<file path="src/rtl/sram_to_axi4_lite.sv">
// Single-outstanding bridge from a word-addressed request/response port
// to an AXI4-Lite master interface.
module sram_to_axi4_lite #(
    parameter int unsigned           ADDR_WIDTH      = 32,
    parameter int unsigned           DATA_WIDTH      = 32,
    parameter int unsigned           SRAM_ADDR_WIDTH = 8,
    parameter logic [ADDR_WIDTH-1:0] BASE_ADDR       = '0,
    localparam int unsigned          STRB_WIDTH      = DATA_WIDTH / 8
) (
    input  logic                       AXI_CLK,
    input  logic                       RST,

    input  logic                       REQ_VALID,
    output logic                       REQ_READY,
    input  logic                       REQ_WE,
    input  logic [SRAM_ADDR_WIDTH-1:0] REQ_ADDR,
    input  logic [DATA_WIDTH-1:0]      REQ_WDATA,
    input  logic [STRB_WIDTH-1:0]      REQ_WSTRB,

    output logic                       RSP_VALID,
    output logic [DATA_WIDTH-1:0]      RSP_RDATA,
    output logic                       RSP_ERR,

    output logic                       AWVALID,
    input  logic                       AWREADY,
    output logic [ADDR_WIDTH-1:0]      AWADDR,
    output logic                       WVALID,
    input  logic                       WREADY,
    output logic [DATA_WIDTH-1:0]      WDATA,
    output logic [STRB_WIDTH-1:0]      WSTRB,
    input  logic                       BVALID,
    output logic                       BREADY,
    input  logic [1:0]                 BRESP,

    output logic                       ARVALID,
    input  logic                       ARREADY,
    output logic [ADDR_WIDTH-1:0]      ARADDR,
    input  logic                       RVALID,
    output logic                       RREADY,
    input  logic [DATA_WIDTH-1:0]      RDATA,
    input  logic [1:0]                 RRESP
);

    localparam int unsigned BYTE_SHIFT = $clog2(STRB_WIDTH);

    typedef enum logic [2:0] {
        S_IDLE,
        S_WR_REQ,
        S_WR_RESP,
        S_RD_REQ,
        S_RD_RESP
    } state_t;

    state_t                  r_state;
    logic                    r_rsp_valid;
    logic [DATA_WIDTH-1:0]   r_rsp_rdata;
    logic                    r_rsp_err;
    logic                    r_awvalid;
    logic [ADDR_WIDTH-1:0]   r_awaddr;
    logic                    r_wvalid;
    logic [DATA_WIDTH-1:0]   r_wdata;
    logic [STRB_WIDTH-1:0]   r_wstrb;
    logic                    r_bready;
    logic                    r_arvalid;
    logic [ADDR_WIDTH-1:0]   r_araddr;
    logic                    r_rready;

    logic [ADDR_WIDTH-1:0]   w_req_byte_addr;
    logic                    w_aw_done;
    logic                    w_w_done;
    logic                    w_unused;

    // Word index scaled to bytes; the sum wraps modulo 2^ADDR_WIDTH.
    assign w_req_byte_addr = BASE_ADDR + (ADDR_WIDTH'(REQ_ADDR) << BYTE_SHIFT);

    // A channel counts as done once its valid has dropped or it handshakes now.
    assign w_aw_done = !r_awvalid || AWREADY;
    assign w_w_done  = !r_wvalid  || WREADY;

    // Only the error bit of the response code is reported.
    assign w_unused  = &{1'b0, BRESP[0], RRESP[0]};

    // Gated by RST so the port reads not-ready throughout reset and ready
    // as soon as reset is released.
    assign REQ_READY = (r_state == S_IDLE) && !RST;

    always_ff @(posedge AXI_CLK) begin
        if (RST) begin
            r_state     <= S_IDLE;
            r_rsp_valid <= 1'b0;
            r_rsp_rdata <= '0;
            r_rsp_err   <= 1'b0;
            r_awvalid   <= 1'b0;
            r_awaddr    <= '0;
            r_wvalid    <= 1'b0;
            r_wdata     <= '0;
            r_wstrb     <= '0;
            r_bready    <= 1'b0;
            r_arvalid   <= 1'b0;
            r_araddr    <= '0;
            r_rready    <= 1'b0;
        end else begin
            r_rsp_valid <= 1'b0;
            unique case (r_state)
                S_IDLE: begin
                    if (REQ_VALID && REQ_READY) begin
                        if (REQ_WE) begin
                            r_awaddr  <= w_req_byte_addr;
                            r_wdata   <= REQ_WDATA;
                            r_wstrb   <= REQ_WSTRB;
                            r_awvalid <= 1'b1;
                            r_wvalid  <= 1'b1;
                            r_state   <= S_WR_REQ;
                        end else begin
                            r_araddr  <= w_req_byte_addr;
                            r_arvalid <= 1'b1;
                            r_state   <= S_RD_REQ;
                        end
                    end
                end
                S_WR_REQ: begin
                    if (AWREADY) r_awvalid <= 1'b0;
                    if (WREADY)  r_wvalid  <= 1'b0;
                    if (w_aw_done && w_w_done) begin
                        r_bready <= 1'b1;
                        r_state  <= S_WR_RESP;
                    end
                end
                S_WR_RESP: begin
                    if (BVALID) begin
                        r_bready    <= 1'b0;
                        r_rsp_valid <= 1'b1;
                        r_rsp_err   <= BRESP[1];
                        r_rsp_rdata <= '0;
                        r_state     <= S_IDLE;
                    end
                end
                S_RD_REQ: begin
                    if (ARREADY) begin
                        r_arvalid <= 1'b0;
                        r_rready  <= 1'b1;
                        r_state   <= S_RD_RESP;
                    end
                end
                S_RD_RESP: begin
                    if (RVALID) begin
                        r_rready    <= 1'b0;
                        r_rsp_valid <= 1'b1;
                        r_rsp_err   <= RRESP[1];
                        r_rsp_rdata <= RDATA;
                        r_state     <= S_IDLE;
                    end
                end
                default: r_state <= S_IDLE;
            endcase
        end
    end

    assign RSP_VALID = r_rsp_valid;
    assign RSP_RDATA = r_rsp_rdata;
    assign RSP_ERR   = r_rsp_err;
    assign AWVALID   = r_awvalid;
    assign AWADDR    = r_awaddr;
    assign WVALID    = r_wvalid;
    assign WDATA     = r_wdata;
    assign WSTRB     = r_wstrb;
    assign BREADY    = r_bready;
    assign ARVALID   = r_arvalid;
    assign ARADDR    = r_araddr;
    assign RREADY    = r_rready;

endmodule

</file>
<file path="config.mk">
export PLATFORM = sky130hd
export DESIGN_NAME = sram_to_axi4_lite
export DESIGN_NICKNAME = d
export VERILOG_FILES = /design/src/rtl/sram_to_axi4_lite.sv
export SDC_FILE = /design/constraint.sdc
export NUM_CORES = 1
export LEC_CHECK = 0
export BUFFER_PORTS_ARGS = -buffer_cell sky130_fd_sc_hd__buf_2
export CAP_MARGIN = 20
export CORE_MARGIN = 1
export CORE_UTILIZATION = 30
export DETAILED_ROUTE_END_ITERATION = 8
export SYNTH_ARGS = -nofsm -noshare
export SYNTH_HDL_FRONTEND = slang
export SYNTH_SLANG_ARGS = --single-unit
</file>
<file path="constraint.sdc">
create_clock -name AXI_CLK -period 1.9 [get_ports AXI_CLK]
set_clock_uncertainty 0.1 [all_clocks]
set_input_delay 0.475 -clock AXI_CLK [delete_from_list [all_inputs] [get_ports AXI_CLK]]
set_output_delay 0.475 -clock AXI_CLK [all_outputs]
set_load 0.005 [all_outputs]
</file>
==> out/summary.txt, run 1 <==
Status -> finished, final reports clean
Synthesis Warnings -> 0
Die Height -> 113 um
Element type at the critical path end -> output pin
NetSw -> 1.14 mW
# fillers -> 1223
Finished Core Util -> 41.1%
DRC viols -> 0
Tightest hold margin -> 266 ps
Dpl hpwl -> 6500 um
I/O pin cnt -> 229
Maxcap violations -> 0
Clk Latency, worst-skew pair -> 340 ps
Crit Path Max Fanout -> 9
Vias in the first global route -> 2983
Diode count -> 0
Cell area after synthesis -> 3720 um2
# placed instances -> 754
Pint -> 3.54 mW
DR pass1 iterations -> 4
Post-synth top area cell -> dfxtp_1
Top cells by area, synth -> dfxtp_1 51%, buf_4 9.9%, nand2_1 9.1%, a22oi_1 6.7%, a21oi_1 6.0%
Area Overhead vs Synth -> 33.0%
Initial cell density of the core -> 30.9%
Worst Path Class, Setup -> reg2out
Comb power frac -> 13.2%
Placed inst area -> 4620 um2
Count of final setup violators -> 0
CP Cell Sequence -> nor4_4 -> buf_4 -> buf_2
Routability cong. -> 0.708
Vias per inst -> 4.39
Die W -> 113 um
Crit path buf inv count -> 2
Vias post-DR -> 3381
Post-synth top area share -> 50.5%
Initial DRC Count -> 182
Period utilisation layout -> 96.0%
Crit-path slowest cell -> dfxtp_1
Clock power share -> 41.3%
Clock Path Buffers -> 2
Critical Path Source Type -> flop
Post-route ant nets -> 0
Reg clk slew, reported paths -> 60 ps
Unique masters post-synth -> 31
CP delay by family, top -> flip-flops
Crit-path max cell delay -> 400 ps
FP Rows -> 40
Arr. time, crit path -> 1250 ps
Seq cells post-synth -> 94
Sequential area share after synthesis -> 50.5%
CTS HTree Levels -> 3
Synthesized area per cell -> 8.70 um2
Hold-fix buffers, CTS -> 0
Final instance area -> 4950 um2
CP Data Required Time -> 1320 ps
Leakage -> 2.41 nW
CTS tree -> yes
Sequential share of power -> 45.5%
P per Cell Area -> 945 nW/um2
Drt total wl -> 9150 um
Relative slew slack -> 52.5%
Layout cell share with drive strength beyond 1 -> 35.2%
GRT Util Overall -> 14.3%
Antenna violations before repair -> 0
Hold crit path type -> in2reg
Clk sinks -> 94
Slew Viols, Final -> 0
Number of CTS-inserted buffers -> 9
Core box area -> 12100 um2
Post-Layout Cell Count -> 771
Sw frac -> 24.4%
First-pass GRT wire length -> 14400 um
Final Critical Period -> 1820 ps
Achievable Freq -> 0.548 GHz
VDD IR max -> 476 uV
WL per Instance -> 11.9 um
Die area -> 12900 um2
Final hold vios -> 0
Grt ovf -> 0
Nets -> 687
Pin count of the biggest net entering global routing -> 70
CTS root buf -> clkbuf_16
Worst slew pin tran -> 713 ps
Port-buffer cells -> 178
Synth Instances -> 428
## timing repair
| action | 4_1_cts | 5_1_grt |
|---|---|---|
| gates cloned | 0 | 0 |
| buffers inserted | 0 | 1 |
| gates resized for setup | 2 | 1 |
| pin swaps | 0 | 1 |
| setup endpoints to repair | 1 | 1 |
## routing by layer
layer / wire length, um / vias to the layer above / part of all wire (%) / GRT usage (%)
met5: 0 / - / 0 / 0
met4: 176 / 0 / 1.9 / 6.49
met3: 848 / 12 / 9.3 / 4.89
met2: 4260 / 172 / 47 / 23.8
met1: 3860 / 1537 / 42 / 16.6
li1: - / 1660 / - / -
## worst register-to-register path: cells and delay by family (launching register included)
| kind | cells | cell delay [ps] |
|---|---|---|
| flip-flops | 1 | 510 |
| buffers and inverters | 3 | 490 |
| multiplexers | 1 | 220 |
| AND/OR/NAND/NOR | 3 | 210 |
## worst paths after layout
| kind | start | slack (ps) | depth (start not counted) | end |
|---|---|---|---|---|
| worst max register to register | r_state[0] | 240 | 7 | ARADDR[2] |
| worst max-delay path | r_state[0] | 80 | 3 | REQ_READY |
| worst min register to register | WDATA[17] | 350 | 2 | WDATA[17] |
| worst min-delay path | BVALID | 270 | 2 | BREADY |
## registers in the layout, summed over array words and instances, names as in the netlist
name,flops
RSP_VALID,1
ARADDR,8
RREADY,1
BREADY,1
RSP_RDATA,32
r_state,3
RSP_ERR,1
AWVALID,1
WSTRB,4
WDATA,32
WVALID,1
ARVALID,1
AWADDR,8
## metrics by stage
stage	setup TNS [ps]	setup slack, ps	total power, mW
finish	0	75.4	4.68
global placement	0	180	2.77
detailed placement	0	172	2.79
floorplan	0	292	2.59
CTS	0	11.5	4.76
global route	-2.94	-2.94	4.93
## cells in the mapped netlist, drive strengths merged
library cell and instances:
and2b 1, a211oi 1, and3 3, o221ai 1, nor4 1, a2bb2oi 2, a21oi 45, a2111o 1
a22oi 33, mux2 1, nand2 90, nor2 48, o21ai 2, buf 62, or3b 1, nand2b 1
and3b 2, a32o 1, a311oi 1, nor3b 1, mux2i 10, o221a 2, conb 1, clkbuf 15
dfxtp 94, nand3 1, nand3b 1, inv 6
## cell type report
cell class / instances / area (um2) / area share, %
Clock buffer: 12 / 246 / 4.97
Clock inverter: 4 / 77.6 / 1.57
Inverter: 6 / 22.5 / 0.455
Multi-Input combinational cell: 298 / 1490 / 30.0
Sequential cell: 94 / 1890 / 38.1
Tap cell: 168 / 210 / 4.24
Timing Repair Buffer: 189 / 1020 / 20.7
## kinds of logic after synthesis
family                 count (synthesis)  synth area share, %
AND/OR/NAND/NOR                      150                 16.6
flip-flops                            94                 50.5
AO/OA/AOI/OAI                         89                 15.4
buffers and inverters                 83                 14.4
multiplexers                          11                 2.99
other                                  1                0.101
## power by group through the flow
stage	clock, mW	sequential [mW]	combinational, mW
after floorplan	0	2.15	0.439
after global placement	0	2.17	0.604
after detailed placement	0	2.17	0.618
after CTS	2.01	2.13	0.619
after global routing	2.10	2.14	0.692
final	1.94	2.13	0.619
## placed cells by master, fill, tap and decap left out, drive strengths merged, types with 3 or more instances in the layout
master	n
buf	189
mux2i	10
inv	7
clkbuf	12
nor2	48
a22oi	33
dfxtp	94
and3	3
conb	48
a21oi	45
nand2	90
Note: power is estimated with default switching activity, not from simulation.
==> inputs of run 2 (changes only) <==
Settings changed: CORE_UTILIZATION 30 to 26, PLACE_DENSITY from default to 0.64, REMOVE_ABC_BUFFERS from default to 1.
==> out/summary.txt, run 2 (synthesis results as in run 1) <==
Status -> finished, final reports clean (unchanged)
CP Cell Sequence -> nor4_4 -> buf_4 -> buf_2 (unchanged)
CTS HTree Levels -> 3 (unchanged)
Die W -> 122 um (was 113 um)
Vias post-DR -> 3355 (was 3381)
Arr. time, crit path -> 1280 ps (was 1250 ps)
Register Area -> 1890 um2 (unchanged)
Slew Viols, Final -> 0 (unchanged)
Crit-path slowest cell -> dfxtp_4 (was dfxtp_1)
Worst Path Class, Setup -> reg2out (unchanged)
Routability cong. -> 0.747 (was 0.708)
Dpl hpwl -> 6800 um (was 6500 um)
Number of CTS-inserted buffers -> 9 (unchanged)
Period utilisation layout -> 97.5% (was 96.0%)
Port-buffer cells -> 178 (unchanged)
Leakage -> 2.42 nW (was 2.41 nW)
Worst slew pin tran -> 588 ps (was 713 ps)
First-pass GRT wire length -> 14800 um (was 14400 um)
# placed instances -> 767 (was 754)
P per Cell Area -> 946 nW/um2 (was 945 nW/um2)
Clock Path Buffers -> 2 (unchanged)
Count of final setup violators -> 0 (unchanged)
Core box area -> 13900 um2 (was 12100 um2)
Multi-input gate area -> 1490 um2 (about the same)
CP Data Required Time -> 1320 ps (about the same)
# fillers -> 1515 (was 1223)
Vias in the first global route -> 2950 (was 2983)
Achievable Freq -> 0.540 GHz (was 0.548 GHz)
DR pass1 iterations -> 4 (unchanged)
Die Height -> 122 um (was 113 um)
Post-Layout Cell Count -> 784 (was 771)
CTS root buf -> clkbuf_16 (unchanged)
FP Rows -> 43 (was 40)
R2R cell count -> 7 (unchanged)
Final hold vios -> 0 (unchanged)
Vias per inst -> 4.28 (was 4.39)
Hold path startpoint -> BVALID (unchanged)
Worst hold stages -> 2 (unchanged)
DRC viols -> 0 (unchanged)
Drt total wl -> 9720 um (was 9150 um)
VDD IR max -> 610 uV (was 476 uV)
Layout cell share with drive strength beyond 1 -> 35.6% (was 35.2%)
Hold crit path type -> in2reg (unchanged)
Antenna violations before repair -> 1 (was 0)
Maxcap violations -> 0 (unchanged)
Post-route ant nets -> 0 (unchanged)
FF-to-FF End -> WDATA[22] (was ARADDR[2])
Element type at the critical path end -> output pin (unchanged)
Reg2reg start -> r_state[2] (was r_state[0])
Reg clk slew, reported paths -> 60 ps (about the same)
Hold endpoint -> BREADY (unchanged)
Clk Latency, worst-skew pair -> 340 ps (about the same)
Nets -> 688 (was 687)
CTS tree -> yes (unchanged)
Most common cell after layout, fill and taps aside -> buf_2 (unchanged)
Crit Path Max Fanout -> 9 (unchanged)
Pin count of the biggest net entering global routing -> 55 (was 70)
Final setup margin -> 47.1 ps (was 75.4 ps)
Pre-CTS setup slack -> 166 ps (was 172 ps)
Final Critical Period -> 1850 ps (was 1820 ps)
Diode count -> 0 (unchanged)
Crit-path max cell delay -> 380 ps (was 400 ps)
Critical Path Source Type -> flop (unchanged)
Initial cell density of the core -> 26.7% (was 30.9%)
Die area -> 14800 um2 (was 12900 um2)
Relative slew slack -> 60.8% (was 52.5%)
GRT Util Overall -> 13.1% (was 14.3%)
WL per Instance -> 12.4 um (was 11.9 um)
R2R Setup Slk -> 250 ps (was 240 ps)
Initial DRC Count -> 77 (was 182)
Commonest non-fill, non-tap cells in the layout -> 177 x buf_2, 92 x dfxtp_1, 90 x nand2_1, 48 x nor2_1, 48 x conb_1 (was 178 x buf_2, 92 x dfxtp_1, 90 x nand2_1, 48 x nor2_1, 48 x conb_1)
Grt ovf -> 0 (unchanged)
Clk sinks -> 94 (unchanged)
Area Overhead vs Synth -> 33.8% (was 33.0%)
I/O pin cnt -> 229 (unchanged)
==> run 2: area by class of cell <==
class	count	share of cell area, %
Inverter	6	0.452
Tap cell	180	4.52
Clock inverter	5	1.66
Multi-Input combinational cell	298	29.9
Timing Repair Buffer	190	20.7
Sequential cell	94	37.9
Clock buffer	11	4.87
==> run 2: what timing repair did <==
item,in CTS,in global routing
buffers inserted,0,1
pin swaps,0,0
hold buffers,0,0
endpoints found under the setup margin,1,1
resized for setup,1,2
==> run 2: critical path, delay by kind of cell (launching register included) <==
| family | cells | cell delay (ps) |
|---|---|---|
| buffers and inverters | 2 | 270 |
| flip-flops | 1 | 380 |
| AND/OR/NAND/NOR | 1 | 290 |
==> run 2: worst max-delay path by stage <==
stage | startpoint | cells past startpoint | slack (ps) | endpoint
6_report | r_state[2] | 3 | 50 | REQ_READY
5_1_grt | r_state[2] | 3 | -10 | REQ_READY
4_1_cts | r_state[2] | 3 | 20 | REQ_READY
3_5_place_dp | r_state[2] | 4 | 170 | RSP_ERR
3_3_place_gp | r_state[2] | 4 | 190 | RSP_ERR
2_1_floorplan | r_state[2] | 3 | -220 | AWVALID
==> run 2: layer usage <==
metal	vias up	routed length (um)	GRT usage, %
met1	1514	4140	15.3
met4	0	93	4.17
met2	174	4470	21.1
met3	7	1020	6.27
li1	1660	-	-
met5	-	0	0
==> run 2: metrics by stage <==
step / setup TNS, ps / hold slack, ps / power [mW] / utilization (%) / instance area [um2]
global route: -11.4 / 251 / 4.96 / 35.8 / 4980
global placement: 0 / 340 / 2.80 / 33.3 / 4640
detailed placement: 0 / 343 / 2.81 / 33.3 / 4640
CTS: 0 / 234 / 4.80 / 35.7 / 4970
floorplan: -8450 / 342 / 2.45 / - / 3390
finish: 0 / 258 / 4.71 / 35.8 / 4980
==> run 2: report_power, final <==
part | internal [mW] | total [mW] | leakage [nW] | switching (mW)
registers | 2.06 | 2.12 | 0.762 | 0.0610
logic | 0.294 | 0.641 | 1.50 | 0.347
clock network | 1.19 | 1.95 | 0.160 | 0.760
total | 3.55 | 4.71 | 2.42 | 1.17
==> inputs of run 3 (changes only) <==
Settings changed: CELL_PAD_IN_SITES_DETAIL_PLACEMENT from default to 0, CELL_PAD_IN_SITES_GLOBAL_PLACEMENT from default to 1, PLACE_DENSITY 0.64 to default, PLACE_DENSITY_LB_ADDON from default to 0.3.
==> out/summary.txt, run 3 (synthesis results as in run 1) <==
Worst slew pin tran -> 501 ps (was 588 ps)
Pwr Total -> 4.66 mW (was 4.71 mW)
Die W -> 122 um (unchanged)
Final instance area -> 4980 um2 (about the same)
# placed instances -> 767 (unchanged)
VDD IR max -> 321 uV (was 610 uV)
Final hold vios -> 0 (unchanged)
Dpl hpwl -> 6980 um (was 6800 um)
Hold crit path type -> in2reg (unchanged)
Period utilisation layout -> 93.4% (was 97.5%)
Placed inst area -> 4650 um2 (was 4640 um2)
Crit path buf inv count -> 1 (was 2)
Port-buffer cells -> 178 (unchanged)
Reg clk slew, reported paths -> 60 ps (about the same)
Routability cong. -> 0.745 (was 0.747)
Leakage -> 2.41 nW (was 2.42 nW)
Post-Layout Cell Count -> 784 (unchanged)
Post-route ant nets -> 0 (unchanged)
Grt ovf -> 0 (unchanged)
Die Height -> 122 um (unchanged)
Vias in the first global route -> 3040 (was 2950)
Element type at the critical path end -> output pin (unchanged)
Clk Latency, worst-skew pair -> 340 ps (about the same)
FP Rows -> 43 (unchanged)
Finished Core Util -> 35.7% (was 35.8%)
CTS root buf -> clkbuf_16 (unchanged)
Crit-path slowest cell -> dfxtp_1 (was dfxtp_4)
Count of final setup violators -> 0 (unchanged)
Arr. time, crit path -> 1200 ps (was 1280 ps)
Crit-path max cell delay -> 380 ps (about the same)
DRC viols -> 0 (unchanged)
GRT Util Overall -> 13.1% (about the same)
Antenna violations before repair -> 1 (unchanged)
Achievable Freq -> 0.564 GHz (was 0.540 GHz)
Commonest non-fill, non-tap cells in the layout -> 178 x buf_2, 93 x dfxtp_1, 90 x nand2_1, 48 x nor2_1, 48 x conb_1 (was 177 x buf_2, 92 x dfxtp_1, 90 x nand2_1, 48 x nor2_1, 48 x conb_1)
Initial cell density of the core -> 26.7% (unchanged)
WL per Instance -> 12.3 um (was 12.4 um)
Slew Viols, Final -> 0 (unchanged)
Most common cell after layout, fill and taps aside -> buf_2 (unchanged)
Nets -> 688 (unchanged)
Tightest hold margin -> 265 ps (was 258 ps)
Vias per inst -> 4.26 (was 4.28)
Crit Path Max Fanout -> 6 (was 9)
Clock Path Buffers -> 2 (unchanged)
Pint -> 3.51 mW (was 3.55 mW)
# fillers -> 1472 (was 1515)
Maxcap violations -> 0 (unchanged)
NetSw -> 1.15 mW (was 1.17 mW)
Worst Path Class, Setup -> reg2out (unchanged)
First-pass GRT wire length -> 15000 um (was 14800 um)
CP Cell Sequence -> nor4_4 -> buf_2 (was nor4_4 -> buf_4 -> buf_2)
Diode count -> 0 (unchanged)
CP Data Required Time -> 1320 ps (about the same)
Pin count of the biggest net entering global routing -> 48 (was 55)
Area Overhead vs Synth -> 33.7% (was 33.8%)
CTS HTree Levels -> 3 (unchanged)
I/O pin cnt -> 229 (unchanged)
Core box area -> 13900 um2 (unchanged)
Number of CTS-inserted buffers -> 9 (unchanged)
Layout cell share with drive strength beyond 1 -> 35.4% (was 35.6%)
Clock power share -> 40.8% (was 41.4%)
Vias post-DR -> 3342 (was 3355)
P per Cell Area -> 936 nW/um2 (was 946 nW/um2)
Sequential share of power -> 45.6% (was 45.0%)
Unrepaired setup endpoints after global routing -> false
CP delay by family, top -> flip-flops (unchanged)
Die area -> 14800 um2 (unchanged)
CTS tree -> yes (unchanged)
CP Depth -> 2 (was 3)
Relative slew slack -> 66.6% (was 60.8%)
Comb power frac -> 13.6% (about the same)
Sw frac -> 24.7% (was 24.8%)
Drt total wl -> 9620 um (was 9720 um)
R2R cell count -> 4 (was 7)
DR pass1 iterations -> 6 (was 4)
Worst hold stages -> 2 (unchanged)
Initial DRC Count -> 142 (was 77)
Critical Path Source Type -> flop (unchanged)
Clk sinks -> 94 (unchanged)
Final Critical Period -> 1770 ps (was 1850 ps)
Status -> finished, final reports clean (unchanged)
## run 3: cell types whose count changed in the layout (fill, tap and decap cells not counted), sizes merged
| cell | before | now |
|---|---|---|
| clkbuf | 11 | 10 |
| clkinvlp | 0 | 1 |
## run 3: area by class of cell
cell class	count	area, um2	share of cell area (%)
clock buffer	10	229	4.60
clock inverter	6	86.3	1.73
inverter	6	22.5	0.452
multi-input combinational	298	1490	29.9
sequential	94	1880	37.8
tap	180	225	4.52
timing repair buffer	190	1040	21.0
## run 3: per-stage QoR
stage,setup TNS [ps],setup slack [ps]
after CTS,0,13.5
after floorplan,-8450,-220
after detailed placement,0,169
after global routing,0,46.4
after global placement,0,197
final,0,125
## run 3: layer usage
metal  vias up  track usage (%)  part of all wire, %
met5         -                0                    0
met4         0             6.48                  1.8
met3        14             5.71                   11
met2       172             20.5                   45
met1      1489             15.2                   42
li1       1667                -                    -
## run 3: timing repair
item | in CTS | in global routing
pin swaps | 1 | 1
hold buffers | 0 | 0
setup buffers | 0 | 1
gates resized for setup | 0 | 1
endpoints found under the setup margin | 1 | 1
## run 3: final timing paths
kind,start,end,slack [ps]
max reg2reg,r_state[2],RSP_ERR,200
min reg2reg,WDATA[6],WDATA[6],350
min,BVALID,BREADY,260
max,r_state[1],REQ_READY,130
## run 3: power by group through the flow
stage               logic (mW)  registers [mW]  clock network (mW)
global route             0.718            2.14                2.06
detailed placement       0.632            2.17                   0
floorplan                0.279            2.17                   0
finish                   0.633            2.13                1.90
CTS                      0.632            2.13                1.98
global placement         0.624            2.17                   0
